<file path="config.mk">
export PLATFORM = sky130hd
export DESIGN_NAME = pipe_stage_fifo_flat
export DESIGN_NICKNAME = d
export VERILOG_FILES = /design/src/rtl/pipe_stage_fifo_if.sv /design/src/rtl/pipe_stage_fifo.sv /design/src/flat_wrapper.sv
export SDC_FILE = /design/constraint.sdc
export NUM_CORES = 1
export LEC_CHECK = 0
export ABC_AREA = 0
export CAP_MARGIN = 40
export CORE_MARGIN = 2
export CORE_UTILIZATION = 48
export CTS_CLUSTER_SIZE = 14
export DETAILED_ROUTE_END_ITERATION = 7
export GPL_ROUTABILITY_DRIVEN = 0
export PLACE_DENSITY_LB_ADDON = 0.12
export RECOVER_POWER = 50
export SETUP_SLACK_MARGIN = 0.3
export SYNTH_ARGS = -nofsm -noshare
export SYNTH_HDL_FRONTEND = slang
export SYNTH_SLANG_ARGS = --single-unit
</file>
<file path="constraint.sdc">
create_clock -name clk -period 7.6 [get_ports clk]
set_clock_uncertainty 0.2 [all_clocks]
set_input_delay 0.76 -clock clk [delete_from_list [all_inputs] [get_ports clk]]
set_output_delay 0.76 -clock clk [all_outputs]
set_load 0.01 [all_outputs]
</file>
<file path="src/rtl/pipe_stage_fifo_if.sv">
// Valid/ready bundle handshake between pipeline stages.
//   valid : per-lane valid of the bundle offered by the master
//   data  : lane payloads, lane i at [i*DATA_W +: DATA_W]
//   ready : the slave accepts the offered bundle this cycle
// The master modport drives valid/data and the slave modport drives ready.
interface pipe_stage_fifo_if #(
  parameter int unsigned DATA_W = 32,
  parameter int unsigned LANES  = 2
);
  logic [LANES-1:0]        valid;
  logic [LANES*DATA_W-1:0] data;
  logic                    ready;

  modport master (output valid, output data, input ready);
  modport slave  (input valid, input data, output ready);
endinterface

</file>
<file path="src/rtl/pipe_stage_fifo.sv">
// Multi-lane pipeline-stage FIFO. Buffers up to DEPTH bundles of LANES lanes
// in a circular buffer, so the upstream stage can keep running while the
// downstream stage stalls. A flush empties the buffer in a single cycle.
// Ports:
//   clk, resetn : clock (rising edge) and asynchronous active-low reset
//   flush       : discard all entries and drop any same-cycle push or pop
//   in_if       : upstream side (valid/data in, ready = !full out)
//   out_if      : downstream side (head valid/data out, ready = !stall in)
//   count       : number of buffered bundles
//   full, empty : count == DEPTH, count == 0
module pipe_stage_fifo #(
  parameter int unsigned DATA_W = 32,
  parameter int unsigned LANES  = 2,
  parameter int unsigned DEPTH  = 2,
  parameter int unsigned CNT_W  = $clog2(DEPTH + 1)
) (
  input  logic                clk,
  input  logic                resetn,
  input  logic                flush,
  pipe_stage_fifo_if.slave    in_if,
  pipe_stage_fifo_if.master   out_if,
  output logic [CNT_W-1:0]    count,
  output logic                full,
  output logic                empty
);

  localparam int unsigned PtrW = $clog2(DEPTH);
  localparam int unsigned BW   = LANES * DATA_W;

  logic [PtrW-1:0]                head_q, head_d;
  logic [PtrW-1:0]                tail_q, tail_d;
  logic [CNT_W-1:0]               count_q, count_d;
  logic [DEPTH-1:0][LANES-1:0]    mask_q, mask_d;
  logic [DEPTH-1:0][BW-1:0]       data_q;

  logic offered, push, pop;

  assign full  = (count_q == CNT_W'(DEPTH));
  assign empty = (count_q == '0);
  assign count = count_q;

  // Ready depends only on registered state: a full buffer refuses a push even
  // if the head is popped in the same cycle.
  assign in_if.ready = !full;

  assign offered = |in_if.valid;
  assign push    = offered && !full && !flush;
  assign pop     = !empty && out_if.ready && !flush;

  always_comb begin
    head_d  = head_q;
    tail_d  = tail_q;
    count_d = count_q;
    mask_d  = mask_q;
    if (flush) begin
      head_d  = '0;
      tail_d  = '0;
      count_d = '0;
      mask_d  = '0;
    end else begin
      if (push) begin
        mask_d[tail_q] = in_if.valid;
        tail_d         = tail_q + PtrW'(1);
      end
      if (pop) begin
        head_d = head_q + PtrW'(1);
      end
      unique case ({push, pop})
        2'b10:   count_d = count_q + CNT_W'(1);
        2'b01:   count_d = count_q - CNT_W'(1);
        default: count_d = count_q;
      endcase
    end
  end

  always_ff @(posedge clk or negedge resetn) begin
    if (!resetn) begin
      head_q  <= '0;
      tail_q  <= '0;
      count_q <= '0;
      mask_q  <= '0;
    end else begin
      head_q  <= head_d;
      tail_q  <= tail_d;
      count_q <= count_d;
      mask_q  <= mask_d;
    end
  end

  // Payload storage needs no reset: outputs are masked to zero while empty
  // and an entry is only ever read after it has been written.
  always_ff @(posedge clk) begin
    if (push) begin
      data_q[tail_q] <= in_if.data;
    end
  end

  always_comb begin
    out_if.valid = '0;
    out_if.data  = '0;
    if (!empty) begin
      out_if.valid = mask_q[head_q];
      out_if.data  = data_q[head_q];
    end
  end

endmodule
</file>
<file path="src/flat_wrapper.sv">
// flat-port wrapper written by rule: the top's interface ports become plain ports
module pipe_stage_fifo_flat 
#(
  parameter int unsigned DATA_W = 32,
  parameter int unsigned LANES  = 2,
  parameter int unsigned DEPTH  = 2,
  parameter int unsigned CNT_W  = $clog2(DEPTH + 1)
)
  (clk, resetn, flush, count, full, empty, in_if_valid, in_if_data, in_if_ready, out_if_valid, out_if_data, out_if_ready);
  pipe_stage_fifo_if #(.DATA_W(DATA_W), .LANES(LANES)) in_if_i ();
  pipe_stage_fifo_if #(.DATA_W(DATA_W), .LANES(LANES)) out_if_i ();
  input  logic clk;
  input  logic resetn;
  input  logic flush;
  output logic [CNT_W-1:0] count;
  output logic full;
  output logic empty;
  input wire logic [$bits(in_if_i.valid)-1:0] in_if_valid;
  input wire logic [$bits(in_if_i.data)-1:0] in_if_data;
  output wire logic [$bits(in_if_i.ready)-1:0] in_if_ready;
  output wire logic [$bits(out_if_i.valid)-1:0] out_if_valid;
  output wire logic [$bits(out_if_i.data)-1:0] out_if_data;
  input wire logic [$bits(out_if_i.ready)-1:0] out_if_ready;
  assign in_if_i.valid = in_if_valid;
  assign in_if_i.data = in_if_data;
  assign in_if_ready = in_if_i.ready;
  assign out_if_valid = out_if_i.valid;
  assign out_if_data = out_if_i.data;
  assign out_if_i.ready = out_if_ready;
  pipe_stage_fifo #(.DATA_W(DATA_W), .LANES(LANES), .DEPTH(DEPTH), .CNT_W(CNT_W)) u_core (.clk(clk), .resetn(resetn), .flush(flush), .in_if(in_if_i), .out_if(out_if_i), .count(count), .full(full), .empty(empty));
endmodule
</file>
==> flow_metrics.tcl <==
set metrics [dict create \
    cp_cell_sequence "dlygate4sd3_1 > o21ai_0 > nor3_2 > clkbuf_1" \
    worst_hold_slack_ns 0.339 \
    violations "max-capacitance violations, max-slew violations" \
    synthDistinctLibCells 21 \
    cp_data_required_time_ns 7.43 \
    power_density_mw_per_mm2 265 \
    antenna_left 0 \
    drtPass1Iterations 4 \
    crit_slowest_cell "clkbuf_1" \
    layout-drive-gt1-share_pct 8.16 \
    clock_latency_ns 0.50 \
    crit_path_max_incr_delay_ns 2.53 \
    timing_worst_setup_path_type "in2reg" \
    post-route-util_pct 68.7 \
    end_kind "flop" \
    fmax_ghz 0.222 \
    postSynthCellCount 318 \
    setup_viol 0 \
    yosysTopAreaCellShare_pct 73.2 \
    setup_tns_ns 0 \
    grt_usage_pct 17.4 \
    post_cts_buffers 0 \
    port_buffers 140 \
    ys_seq_elements 136 \
    initial_core_util_pct 48.8 \
    layout.nets 536 \
    ctsHoldBuffers 0 \
    vias 3074 \
    vdd_ir_drop_max_mv 0.192 \
    rsz0062_at_grt "false" \
    avgRoutedWirePerCell_um 16.0 \
    worst-path-max-fanout 64 \
    synth_area_leaders "edfxtp_1 (73%), mux2i_1 (14%), nor2_1 (4.9%)" \
    drt_iter0_drc 171 \
    start_kind "primary input" \
    clock-sinks 136 \
    arrival_ns 4.33 \
    hold_viol 0 \
    syn_avg_cell_area_um2 16.5 \
    outcome "complete, but fails checks" \
    power.leakage_nw 2.52 \
    power_mw 1.95 \
    ctsRootBufferMaster "clkbuf_8" \
    min_period_over_period_pct 59.3 \
    ys_warn_count 0 \
    max_cap_violations 1 \
    mostFrequentLayoutCell "edfxtp_1" \
    fin_crit_ns 4.51 \
    syn2layout_area_growth_pct 40.6 \
    cts_resized 0 \
    h-tree-depth 4 \
    grt_max_degree 65 \
    cts_made_buffers 17 \
    cpLargestDelayFamily "buffers and inverters" \
    die_h_um 109 \
    synth_nets 388 \
    seq_area_frac_synth_pct 77.1 \
    clk_pin_slew_worst_paths_ns 0.06 \
    slew_headroom_pct -140 \
    synth.largest_area_cell "edfxtp_1" \
    maxSlewViolCount 65 \
    die_w_um 109 \
    cp_num_buf_inv 2 \
    mostFrequentLayoutCells "edfxtp_1 (128), clkdlybuf4s50_1 (73), mux2i_1 (71), nor2_1 (68), dlygate4sd3_1 (67)" \
    hold_path_class "reg2reg" \
    clk_path_buf_depth 2 \
    cts_tree "yes" \
    die_area_mm2 0.0118 \
    antenna_found_initial 2 \
    core_area_mm2 0.0107 \
    dp_hpwl_um 6110 \
    syn-cell-area_mm2 0.00525 \
    wl_um 9890 \
    dp_cells 587 \
    grt_pass1_vias 3021 \
    finalNonFillerCells 619 \
    ios 141 \
    drc 0 \
    fp-row-count 38 \
    via_per_inst 4.97 \
    worstMarginPinSlew_ns 3.60 \
    grt_pass1_wl_um 15200 \
    grt_overflow 0 \
]
==> routing by layer <==
metal  routed length, µm  up-vias  track usage, %
met5                  13        -               0
met2                5010       97            27.7
li1                    -     1480               -
met4                  79        2            5.22
met3                 732       10            6.33
met1                4050     1485            22.7
==> flip-flops by register name (all words and copies together) (netlist names) <==
name           count
u_core.data_q    128
u_core.mask_q      4
u_core.count       2
u_core.head_q      1
u_core.tail_q      1
==> synth_stat cells, drive strengths merged <==
cell,number
buf,11
nand2b,1
or3,1
xor2,1
clkbuf,4
nand2,6
nor3b,2
nor3,1
nor2b,1
mux2i,71
a211oi,1
dfrtp,8
o21ai,6
o211ai,1
edfxtp,128
nor2,69
a21oi,2
inv,3
or4,1
==> where the power goes <==
part           switching [mW]  internal, mW
logic                   0.124         0.135
clock network           0.303         0.500
registers              0.0198         0.872
==> metrics by stage <==
step | worst slack, ns | instance area [µm²]
after CTS | 3.73 | 7390
after global routing | 2.75 | 7380
after global placement | 4.28 | 6800
final | 3.09 | 7380
after floorplan | 1.21 | 5250
after detailed placement | 4.28 | 6800
==> logic make-up (layout without fill, tap and decap cells) <==
kind of cell / Yosys count / in the layout / share of synthesized area (%)
flops: 136 / 136 / 77.1
compound gates: 10 / 10 / 1.05
buf+inv: 18 / 178 / 1.69
simple gates: 82 / 82 / 6.49
mux: 71 / 71 / 13.5
other cells: 0 / 1 / 0
xor+xnor: 1 / 1 / 0.167
==> worst register-to-register path, delay by kind of cell (launching register included) <==
family / cells / cell delay [ns]
flip-flops: 1 / 0.49
buffers and inverters: 1 / 2.53
AO/OA/AOI/OAI: 1 / 0.20
AND/OR/NAND/NOR: 2 / 0.35
==> final timing paths <==
path                                        from                to  slack [ns]  cells past startpoint
worst max-delay path              in_if_valid[1]  u_core.data_q[9]        3.09                      4
worst min-delay path            u_core.mask_q[2]  u_core.mask_q[2]        0.34                      2
worst max register to register   u_core.count[0]  u_core.data_q[9]        3.30                      4
worst min register to register  u_core.mask_q[2]  u_core.mask_q[2]        0.34                      2
max in group asynchronous                 resetn     u_core.head_q        6.48                      1
min in group asynchronous                 resetn     u_core.tail_q        0.41                      1
==> area by class of cell <==
type	instances	area [µm²]
flip-flops and latches	136	4050
well taps	140	175
clock buffers	17	414
inverters	3	11.3
fillers	788	3370
multi-input cells	164	1130
repair buffers	144	1430
clock inverters	14	174
diodes	1	2.50
No activity file was read; power rests on OpenSTA's default activity.
==> edit 1 (config.mk and constraints unchanged) <==
Make the reset (`resetn`) synchronous in one clocked block. Comments in the files are not updated.
--- a/src/rtl/pipe_stage_fifo.sv
+++ b/src/rtl/pipe_stage_fifo.sv
@@ -73,7 +73,7 @@
     end
   end
 
-  always_ff @(posedge clk or negedge resetn) begin
+  always_ff @(posedge clk) begin
     if (!resetn) begin
       head_q  <= '0;
       tail_q  <= '0;
Function: differs if resetn is asserted again (counterexample within 4 cycles, from zero or initial values and one cycle with resetn low); with resetn held inactive, the same outputs for 4 cycles.
==> edit 1 against the unedited design <==
The run still ends with capacitance limit, slew limit left. Largest power group unchanged. Highest routed layer is now met4. Sequential share of layout area shrank 0.30 points. Die area shrank 0.98%. Clock power grew 2%. Setup slack lost 0.85 ns. Wire length grew 1.9%. Sequential cell count is the same. Final area shrank 0.44%. Power shrank 7.1%. Area after synthesis shrank 1.0%. Sequential power shrank 3.4%. Cell count shrank 0.48%. Largest cell class unchanged. Critical path depth is the same.
==> edit 1: results <==
{
  "drt_wl_total_mm": 10.1,
  "root_buffer": "clkbuf_8",
  "async_reset_ff_share_pct": 0,
  "route.met2.wl_mm": 5.09,
  "cts_max_path_buffers": 2,
  "dr_total_vias": 3011,
  "p_switching_mw": 0.364,
  "reg2reg_from": "u_core.count[0]$_SDFFE_PP0P_",
  "wl_met1_mm": 4.30,
  "cp_max_fo": 39,
  "worst_ep_arrival_time_ns": 4.40,
  "dp_cells": 583,
  "drt_iter0_drc": 223,
  "synth_common_cells": "128 x edfxtp_1, 71 x nor2_1, 70 x mux2i_1, 8 x buf_2, 8 x dfxtp_1",
  "wl_per_cell_um": 16.3,
  "htree_levels": 4,
  "io_buffers": 140,
  "violations": "capacitance limit, slew limit",
  "drv_slew": 109,
  "hp-start": "u_core.mask_q[3]$_SDFFE_PP0P_",
  "drive_gt1_share_pct": 7.31,
  "largest_register_ffs": 128,
  "area_growth_pct": 41.5,
  "pg_seq_mw": 0.862,
  "maxSlewHeadroom_pct": -90.4,
  "post-cts-setup-buffers": 0,
  "cts.reportedPaths.clkPinSlew_ns": 0.06,
  "power_density_nw_per_um2": 247,
  "status": "complete, but fails checks",
  "critical_path.startpoint": "u_core.head_q$_SDFFE_PP0P_",
  "place_area_sq_um": 6790,
  "fill_cells": 718,
  "fin_nets": 537,
  "grt_pass1_vias": 3139,
  "place_ws_ns": 4.36,
  "grt_max_degree": 40,
  "met3_length_um": 594,
  "highest_layer": "met4",
  "ir_worst_vdd_mv": 0.133,
  "dp_hpwl_mm": 6.27,
  "slowest_delay_ns": 2.07,
  "netlist_top_cells_area": "edfxtp_1 74%, mux2i_1 13%, nor2_1 5.1%",
  "antenna_found_initial": 0,
  "comb_cell_power_mw": 0.132,
  "syn-num-nets": 388,
  "regMostFlops": "u_core.data_q",
  "fin_setup_tns_ns": 0,
  "yosysSeqAreaShare_pct": 77.1,
  "track_usage_pct": 17.9,
  "grt_pass1_wl_mm": 15.5,
  "max_cap_viol_count": 3,
  "p_leak_nw": 2.39,
  "syn_inst": 317
}
==> edit 1: cell types whose count changed in the layout (fill, tap and decap cells not counted), sizes merged, moves of 2 or more <==
cell / change
dfrtp: -8
o21ai: -4
dlygate4sd3: -2
nor3b: -2
inv: -3
nor2: +2
clkbuf: +3
clkdlybuf4s50: +2
dfxtp: +8
==> edit 1: kinds of logic (layout without fill, tap and decap cells) <==
family / after synthesis / in the layout / synth area share, %
flops: 136 / 136 / 77.1
compound gates: 5 / 5 / 0.530
buf+inv: 18 / 180 / 1.49
xor+xnor: 3 / 3 / 0.506
fa+ha+maj: 1 / 1 / 0.241
mux: 70 / 70 / 13.5
other cells: 0 / 1 / 0
simple gates: 84 / 84 / 6.65
==> edit 1: worst min-delay path: cells and delay by family, from the launching register on <==
kind / cells / cell delay, ns
flops: 1 / 0.31
mux: 1 / 0.05
simple gates: 1 / 0.05
==> edit 1: layer usage <==
layer / vias up / track usage, %
li1: 1470 / -
met1: 1436 / 22.4
met2: 95 / 28.6
met3: 10 / 6.33
met4: 0 / 7.33
met5: - / 0
==> edit 1: path summary, 6_finish.rpt <==
| check | to | slack [ns] | cells after the start |
|---|---|---|---|
| setup / recovery | out_if_data[16] | 2.24 | 4 |
| hold / removal | u_core.mask_q[3]$_SDFFE_PP0P_ | 0.26 | 2 |
| setup reg to reg | u_core.data_q[77]$_DFFE_PP_ | 3.13 | 4 |
| hold reg to reg | u_core.mask_q[3]$_SDFFE_PP0P_ | 0.26 | 2 |
==> edit 1: final cells by class <==
cell class                 count  area share [%]
clock buffer                  18            5.69
tap                          136            2.32
timing repair buffer         146            19.7
inverter                       2           0.102
sequential                   136            54.5
antenna                        1          0.0341
multi-input combinational    163            15.2
clock inverter                14            2.45
==> edit 2 (same settings) <==
Without the edit above. `LANES` is set to 2 in 3 places; all go to 1.
--- a/src/rtl/pipe_stage_fifo_if.sv
+++ b/src/rtl/pipe_stage_fifo_if.sv
@@ -5,7 +5,7 @@
 // The master modport drives valid/data and the slave modport drives ready.
 interface pipe_stage_fifo_if #(
   parameter int unsigned DATA_W = 32,
-  parameter int unsigned LANES  = 2
+  parameter int unsigned LANES  = 1
 );
   logic [LANES-1:0]        valid;
   logic [LANES*DATA_W-1:0] data;
--- a/src/rtl/pipe_stage_fifo.sv
+++ b/src/rtl/pipe_stage_fifo.sv
@@ -10,7 +10,7 @@
 //   full, empty : count == DEPTH, count == 0
 module pipe_stage_fifo #(
   parameter int unsigned DATA_W = 32,
-  parameter int unsigned LANES  = 2,
+  parameter int unsigned LANES  = 1,
   parameter int unsigned DEPTH  = 2,
   parameter int unsigned CNT_W  = $clog2(DEPTH + 1)
 ) (
--- a/src/flat_wrapper.sv
+++ b/src/flat_wrapper.sv
@@ -2,7 +2,7 @@
 module pipe_stage_fifo_flat 
 #(
   parameter int unsigned DATA_W = 32,
-  parameter int unsigned LANES  = 2,
+  parameter int unsigned LANES  = 1,
   parameter int unsigned DEPTH  = 2,
   parameter int unsigned CNT_W  = $clog2(DEPTH + 1)
 )
Interface: changed (resized in_if_data, in_if_valid, out_if_data and out_if_valid); port bits go from 141 to 75. No check against the original RTL was run, so the function may have changed too.
==> edit 2 against the unedited design <==
The run still ends with capacitance limit, slew limit left. Sequential share of layout area grew 0.091 points. Power shrank 56%. Critical path type unchanged. Synthesized cell count shrank 47%. Setup slack gained 1.2 ns. Final area shrank 49%. Sequential cell count shrank 66. Wire length shrank 52%. Area after synthesis shrank 48%. Die area shrank 47%. Combinational power shrank 59%. Via count shrank 48%.
==> edit 2: results <==
{
  "fill_cells": 393,
  "yosysSeqAreaShare_pct": 76.2,
  "slowest_delay_ns": 1.31,
  "clk_latency_ns": 0.32,
  "wl_met1_mm": 1.92,
  "drive_gt1_share_pct": 8.24,
  "buf_share_pct": 20.9,
  "fin_nets": 288,
  "grt_pass1_wl_mm": 7.40,
  "n_all_buffers": 78,
  "maxSlewHeadroom_pct": -18.2,
  "synth-seq-cells": 70,
  "whs_ns": 0.318,
  "vias_per_cell": 4.90,
  "route.met2.wl_mm": 2.48,
  "largest_register_ffs": 64,
  "met3_length_um": 278,
  "ir_worst_vdd_mv": 0.200,
  "p_leak_nw": 1.28,
  "use_met3_pct": 5.34,
  "diodes": 0,
  "dp_hpwl_mm": 3.13,
  "drv_slew": 33,
  "grtUsageMet1_pct": 17.9,
  "multiInputGateArea_sq_um": 601,
  "max_cap_viol_count": 1,
  "worst_ep_arrival_time_ns": 3.04,
  "clock_tree_area_fraction_pct": 5.60,
  "violations": "capacitance limit, slew limit",
  "status": "complete, but fails checks",
  "highest_layer": "met4",
  "stdcell_count": 327,
  "cp_max_fo": 32,
  "grt_pass1_vias": 1617,
  "syn_inst": 170,
  "htree_levels": 3,
  "synth_edf_count": 64,
  "grt_max_degree": 33,
  "met2_usage_pct": 27.2,
  "syn-num-nets": 207
}
edit 2: changes by cell type in the layout (fill, tap and decap cells not counted), sizes merged, moves of 4 or more:
cell           delta
edfxtp           -64
mux2i            -37
clkdlybuf4s50    -34
nor2             -33
dlygate4sd3      -32
clkbuf            -8
nand2             -5
o21ai             -4
edit 2: final timing paths:
check	startpoint	end	cells past startpoint
worst min-delay path	u_core.mask_q[0]$_DFFE_PN0P_	u_core.mask_q[0]$_DFFE_PN0P_	2
min in group asynchronous	resetn	u_core.count[0]$_DFFE_PN0P_	1
worst max-delay path	in_if_valid	u_core.data_q[46]$_DFFE_PP_	4
worst min register to register	u_core.mask_q[0]$_DFFE_PN0P_	u_core.mask_q[0]$_DFFE_PN0P_	2
worst max register to register	u_core.count[0]$_DFFE_PN0P_	u_core.data_q[46]$_DFFE_PP_	4
max in group asynchronous	resetn	u_core.head_q$_DFFE_PN0P_	1
edit 2: where the power goes:
part	internal, mW	total [mW]	switching (mW)
clock network	0.182	0.313	0.131
registers	0.437	0.447	0.00979
logic	0.0592	0.106	0.0465
edit 2: cells by family after synthesis:
| family | count (synthesis) | synth area share, % |
|---|---|---|
| compound gates | 10 | 2.07 |
| xor+xnor | 1 | 0.322 |
| buf+inv | 11 | 1.84 |
| flops | 70 | 76.2 |
| mux | 34 | 12.5 |
| simple gates | 44 | 7.08 |
edit 2: metrics by stage:
stage | setup WS (ns) | cell area (sq um)
final | 4.29 | 3770
after global routing | 4.06 | 3770
after CTS | 4.34 | 3790
after detailed placement | 4.69 | 3580
after global placement | 4.70 | 3550
after floorplan | 3.60 | 2720
edit 2: worst register-to-register path: cells and delay by family, from the launching register on:
| kind | cells | cell delay [ns] |
|---|---|---|
| buffers and inverters | 1 | 1.31 |
| flip-flops | 1 | 0.48 |
| AND/OR/NAND/NOR | 3 | 0.50 |
